$ cat src/rtl/eth_rx_frame_buffer.sv
// Ping-pong receive buffer: MAC bytes in, two committed frames held for the CPU; optional ETH_RX_DROP_COUNT_EN drop counter.
// Latency: ready one cycle after the last byte, rdata one cycle after raddr; no backpressure, frames arriving with no free bank are dropped.
module eth_rx_frame_buffer #(
    parameter int ADDR_W = 6
) (
    input  logic              clk,
    input  logic              reset,
    input  logic [7:0]        rx_data,
    input  logic              rx_valid,
    input  logic              rx_sof,
    input  logic              rx_last,
    input  logic              rx_err,
    input  logic [ADDR_W-1:0] eth_rx_raddr,
    output logic [7:0]        eth_rx_rdata,
    output logic              eth_rx_ready,
    input  logic              eth_rx_read,
    output logic [ADDR_W:0]   eth_rx_len,
    output logic [7:0]        eth_rx_drops
);

    localparam logic [ADDR_W:0] FULL = {1'b1, {ADDR_W{1'b0}}};

    typedef enum logic [1:0] {IDLE, RECV, DISCARD} wstate_t;

    wstate_t           state, state_nxt;
    logic [ADDR_W:0]   wptr, wptr_nxt;
    logic [ADDR_W-1:0] waddr;
    logic              we, end_frame, commit, drop;
    logic              wbank, rbank;
    logic [1:0]        count, count_nxt;
    logic              read_q, rel_go;
    logic [ADDR_W:0]   len_mem [0:1];
    logic [7:0]        mem [0:(2**(ADDR_W+1))-1];

    always_comb begin
        state_nxt = state;
        wptr_nxt  = wptr;
        waddr     = '0;
        we        = 1'b0;
        end_frame = 1'b0;
        drop      = 1'b0;
        commit    = 1'b0;
        case (state)
            IDLE, DISCARD: begin
                if (rx_valid && rx_sof) begin
                    if (count != 2'd2) begin
                        we        = 1'b1;
                        wptr_nxt  = {{ADDR_W{1'b0}}, 1'b1};
                        end_frame = rx_last;
                        state_nxt = RECV;
                    end else begin
                        drop      = 1'b1;
                        state_nxt = rx_last ? IDLE : DISCARD;
                    end
                end else if (state == DISCARD && rx_valid && rx_last) begin
                    state_nxt = IDLE;
                end
            end
            RECV: begin
                if (rx_valid) begin
                    if (rx_sof) begin
                        // Restart in the same bank; the aborted partial frame is not a drop.
                        we        = 1'b1;
                        wptr_nxt  = {{ADDR_W{1'b0}}, 1'b1};
                        end_frame = rx_last;
                    end else if (wptr == FULL) begin
                        drop      = 1'b1;
                        state_nxt = rx_last ? IDLE : DISCARD;
                    end else begin
                        we        = 1'b1;
                        waddr     = wptr[ADDR_W-1:0];
                        wptr_nxt  = wptr + 1'b1;
                        end_frame = rx_last;
                    end
                end
            end
            default: state_nxt = IDLE;
        endcase
        if (end_frame) begin
            state_nxt = IDLE;
            if (rx_err) drop   = 1'b1;
            else        commit = 1'b1;
        end
    end

    assign rel_go = eth_rx_read && !read_q && (count != 2'd0);

    always_comb begin
        count_nxt = count;
        if (commit && !rel_go)      count_nxt = count + 2'd1;
        else if (!commit && rel_go) count_nxt = count - 2'd1;
    end

    always_ff @(posedge clk) begin
        if (reset) begin
            state        <= IDLE;
            wptr         <= '0;
            wbank        <= 1'b0;
            rbank        <= 1'b0;
            count        <= 2'd0;
            read_q       <= 1'b0;
            eth_rx_ready <= 1'b0;
            eth_rx_rdata <= 8'd0;
            len_mem[0]   <= '0;
            len_mem[1]   <= '0;
        end else begin
            state        <= state_nxt;
            wptr         <= wptr_nxt;
            count        <= count_nxt;
            read_q       <= eth_rx_read;
            eth_rx_ready <= (count_nxt != 2'd0);
            eth_rx_rdata <= mem[{rbank, eth_rx_raddr}];
            if (commit) begin
                len_mem[wbank] <= wptr_nxt;
                wbank          <= ~wbank;
            end
            if (rel_go) rbank <= ~rbank;
        end
    end

    always_ff @(posedge clk) begin
        if (we) mem[{wbank, waddr}] <= rx_data;
    end

    assign eth_rx_len = (count == 2'd0) ? '0 : len_mem[rbank];

`ifdef ETH_RX_DROP_COUNT_EN
    logic [7:0] drops;

    always_ff @(posedge clk) begin
        if (reset)                       drops <= 8'd0;
        else if (drop && drops != 8'hFF) drops <= drops + 8'd1;
    end

    assign eth_rx_drops = drops;
`else
    logic unused_drop;
    assign unused_drop  = drop;
    assign eth_rx_drops = 8'd0;
`endif

endmodule
$ cat config.mk
export PLATFORM = sky130hd
export DESIGN_NAME = eth_rx_frame_buffer
export DESIGN_NICKNAME = d
export VERILOG_FILES = /design/src/rtl/eth_rx_frame_buffer.sv
export SDC_FILE = /design/constraint.sdc
export NUM_CORES = 1
export LEC_CHECK = 0
export BUFFER_PORTS_ARGS = -buffer_cell sky130_fd_sc_hd__buf_2
export CORE_MARGIN = 1.5
export CORE_UTILIZATION = 60
export DETAILED_ROUTE_END_ITERATION = 12
export PLACE_DENSITY = 0.76
export SETUP_SLACK_MARGIN = 0.3
export SYNTH_ARGS = -nofsm -noshare
export SYNTH_HDL_FRONTEND = slang
export SYNTH_SLANG_ARGS = --single-unit
$ cat constraint.sdc
create_clock -name clk -period 4.2 [get_ports clk]
set_clock_uncertainty 0.15 [all_clocks]
set_input_delay 0.42 -clock clk [delete_from_list [all_inputs] [get_ports clk]]
set_output_delay 0.42 -clock clk [all_outputs]
set_load 0.02 [all_outputs]
---- Word-level counts from Yosys, hierarchy flattened ----
Memories as Yosys holds them, arrays and structs flattened. A register that Yosys moved wholly into a read port is not among the register bits.
Cells that the tools add are included.
word-level totals
  memory bits (writable) .................. 1038
  flip-flop bits (word level) ............. 15
  memories ................................ 2
  logic and storage cells ................. 87
  output and inout bits ................... 24
  input port bits ......................... 21
cells by class
  equal/unequal tests ..................... 8
  bitwise logic cells ..................... 2
  mux-type cells .......................... 47
  reductions and logical operators ........ 18
  add/sub/neg operators ................... 3
memory list
  memory   depth  width  rd ports  clocked after Yosys merged registers in  wr ports  RTL line  text
  mem      128    8      1         1                                        1         33        logic [7:0] mem [0:(2**(ADDR_W+1))-1];
  len_mem  2      7      1         1                                        2         32        logic [ADDR_W:0] len_mem [0:1];
operator list
  cell                 number
  $mux 7               7
  $mux 6               4
  $mux 1               23
  $mux 2               9
  $pmux 7 s2           1
  $ne 2x2->1 const B   4
  $add 7x1->7 const B  1
  $eq 7x7->1 const B   1
  $logic_and 1x1->1    7
  $reduce_or 7->1      1
  $logic_not 2->1      2
  $pmux 1 s2           2
  $pmux 2 s2           1
  $reduce_and 4->1     1
  $reduce_bool 2->1    2
  $reduce_or 2->1      2
  $logic_not 1->1      3
  $ne 3x3->1 const B   1
  $add 2x1->2 const B  1
  $eq 2x1->1 const B   1
  $eq 2x2->1 const B   1
  $not 1->1            2
  $sub 2x1->2 const B  1

---- Depth between registers and ports, before layout ----
  depth in word-level cells ............... 11
  mapped depth ............................ 11

---- Least setup slack after synthesis ----
Ideal clock, no wire load.
  kind .................................... reg2reg
  from .................................... register wptr[1]
  to ...................................... memory mem[92][0], enable pin
  required time ........................... 3.680 ns
  setup slack ............................. 1.181 ns
  buffers on the path ..................... 2
  setup time .............................. 0.370 ns
  stages on the path, launching flop included .. 11
  data arrival time ....................... 2.499 ns
  path through ............................ dfxtp_1 inv_1 ha_1 nand4bb_4 nor3_4 inv_1 ha_1 or4_1 clkbuf_1 buf_2 nor2_1
on the way
  cells in the longest elaborated chain, start to end .. 7
  elaborated cells on any way between the ends .. 11
RTL lines
  item                          RTL line  text
  from (decl)                   26        logic [ADDR_W:0] wptr, wptr_nxt;
  from (signal assigned)        108       wptr <= wptr_nxt;
  $eq 7x7->1                    66        end else if (wptr == FULL) begin
  $mux 1                        66
  $mux 1                        61        if (rx_sof) begin
  $mux 1                        60        if (rx_valid) begin
  $pmux 1 s2                    43        case (state)
  $mux 1                        122       if (we) mem[{wbank, waddr}] <= rx_data;
  $mux 1 (implied by the code)  122
  to (decl)                     33
Several ways; a longest one is shown, not always the timed one.

---- Worst setup path in the final report ----
  from .................................... register wptr[1]
  to ...................................... memory mem[118][5], enable pin
The elaborated chain is that of the path after synthesis.

==> flow_metrics.tcl <==
set metrics [dict create \
    status "completed" \
    grt.overflow.total 0 \
    portBuffers 36 \
    final_max_slew_viol_count 0 \
    synthCells 2156 \
    synth_top_flop_cell "edfxtp_1" \
    viasPerCell 6.71 \
    syn_to_final_growth_pct 10.6 \
    rsz0062_at_grt "no" \
    ys_ff_latch 1062 \
    hold_depth 3 \
    setup.worst_path.start_class "register" \
    hold_class "primary input to register" \
    die_x_um 267 \
    row_count 96 \
    setup_slack_ns 0.429 \
    synth.largest_area_cell "edfxtp_1" \
    p_total_mw 21.3 \
    cts_made_buffers 100 \
    ctsHtreeMaxLevel 3 \
    syn-cell-area_um2 41900 \
    grt_util_all_layers_pct 28.6 \
    crit_required_ns 4.35 \
    grt_max_degree 89 \
    synth_most_common_cell "edfxtp_1" \
    worst_setup_path_end_kind "register" \
    critPathArrivalTime_ns 3.93 \
    drtPass1Iterations 6 \
    fin_setup_tns_ns 0 \
    min_to "state[0]" \
    ir_drop_mv 0.413 \
    max_clock_freq_mhz 265 \
    fin_nets 2278 \
    wirelength_mm 99.4 \
    syn_area_per_cell_um2 19.5 \
    ys_warn_count 0 \
    slowest_delay_ns 0.79 \
    cp_max_fo 8 \
    reg2reg_to "mem[118][5]" \
    cts_tree "built" \
    r2r_slack_ns 0.43 \
    synth_top_area_share_pct 74.3 \
    avgRoutedWirePerCell_um 30.5 \
    grt_pass1_vias 21700 \
    clock_latency_ns 0.67 \
    crit_type "register to register" \
    antenna_found_initial 4 \
    clock-root-buffer "clkbuf_16" \
    hold_viol_final 0 \
    drv_cap 0 \
    synth_common_cells "edfxtp_1, mux4_2, nor2_1" \
    ys_types 62 \
    cts_sinks 1062 \
    post-place-ws_ns 0.481 \
    post-route-period-util_pct 89.8 \
    finalCriticalPeriod_ns 3.77 \
    dp_hpwl_mm 62.5 \
    whs_ns 0.0383 \
    final_cells 3264 \
    rr_startpoint "wptr[1]" \
    ys_seq_area_share_pct 75.5 \
    place_inst 3079 \
    ys_async_sr_fraction_pct 0 \
    first_iter_violations 3031 \
    dieArea_um2 71500 \
    drt.antenna.violating_nets 0 \
    layout-drive-gt1-share_pct 21.1 \
    initial_utilization_pct 60.8 \
    slew-limit-headroom_pct 27.0 \
    cp_cell_sequence "inv_1, ha_1, nand4bb_4, nor3_4, inv_1, ha_1, or4_1, buf_4, nor2_1" \
    coreArea_um2 68900 \
    setup_violations 0 \
    synth_edf_count 1038 \
    tightest_slew_ns 1.09 \
    worstRegToRegCells 9 \
    clockBufferDepth 3 \
    drc_errors 0 \
    die_h_um 267 \
    p_leak_nw 14.6 \
    synthTopCellsByArea "edfxtp_1, mux4_2, mux2i_1, nor2_1, dfxtp_1" \
    num_vias 21900 \
    cts.clk_slew.worst_paths_ns 0.06 \
    grt_pass1_wl_mm 146 \
    worstHoldStart "rx_sof" \
    power.density_nw_per_um2 460 \
    crit_slowest_cell "or4_1" \
    ios 45 \
    routabilityCongestion 0.914 \
]
[report_power, final]
| group | internal (mW) | switching [mW] | total (mW) |
|---|---|---|---|
| clock | 4.72 | 3.89 | 8.61 |
| combinational | 0.352 | 0.679 | 1.03 |
| sequential | 11.7 | 0.0366 | 11.7 |
[worst max-delay path, delay by kind of cell (launching register included)]
| family | cells | cell delay, ns |
|---|---|---|
| simple gates | 4 | 1.74 |
| flops | 1 | 0.39 |
| fa+ha+maj | 2 | 0.49 |
| buf+inv | 3 | 0.63 |
[stage by stage]
step / cell area, µm² / util, %
after global routing: 46400 / 67.3
after CTS: 46400 / 67.2
final: 46400 / 67.3
after global placement: 43200 / 62.7
after floorplan: 42000 / -
after detailed placement: 43200 / 62.7
[registers in the layout, summed over array words and instances, names as in the netlist, named ones only]
name and flops:
eth_rx_ready 1, wptr 7, state 2, mem 1024, eth_rx_rdata 8, read_q 1, wbank 1, count 2
len_mem 14, rbank 1
[timing repair]
| item | in CTS | in global routing |
|---|---|---|
| gates resized for setup | 0 | 3 |
| hold buffers | 2 | 0 |
| hold endpoints to repair | 2 | 0 |
| buffers inserted | 0 | 0 |
| setup endpoints to repair | 0 | 19 |
[how the worst max path moves through the flow]
stage / slack (ns) / end / from
floorplan: 1.18 / mem[92][0] / wptr[1]
CTS: 0.48 / mem[22][1] / wptr[1]
finish: 0.43 / mem[118][5] / wptr[1]
global route: 0.31 / mem[14][5] / wptr[1]
detailed placement: 0.48 / mem[22][3] / wptr[1]
global placement: 0.66 / mem[94][3] / wptr[1]
[kinds of logic (layout without fill, tap and decap cells)]
group	after synthesis	after routing	share of synthesized area (%)
compound gates	161	161	2.76
xor+xnor	2	2	0.0418
fa+ha+maj	5	5	0.149
buf+inv	144	313	2.11
flops	1062	1062	75.5
mux	327	327	14.2
other cells	1	9	0.00894
simple gates	454	454	5.23
[cells in the final DEF (no fill, tap or decap), types with 30 or more instances in the layout]
master / Yosys / final
edfxtp_1: 1038 / 1038
mux4_2: 216 / 216
nor2_1: 183 / 180
mux2i_1: 111 / 111
clkbuf_16: 0 / 101
buf_4: 44 / 80
nand3_1: 75 / 75
nand2_1: 63 / 63
a22oi_1: 48 / 48
clkinv_1: 0 / 30
[layout make-up]
cell class	instances	area, µm²
Clock inverter	71	554
Antenna cell	1	2.50
Clock buffer	111	2560
Multi-Input combinational cell	957	9440
Timing Repair Buffer	118	941
Fill cell	4273	22600
Inverter	13	48.8
Tap cell	931	1160
Sequential cell	1062	31700
[per-layer routing]
layer	part of all wire (%)	wire length, µm	up-vias	track usage (%)
met2	47	46300	1431	43.0
met4	4.0	4010	6	11.7
met1	38	37900	11300	42.0
met5	0.039	39	-	0
li1	-	-	8975	-
met3	11	11100	234	5.63
Power figures use the tool's default switching activity.
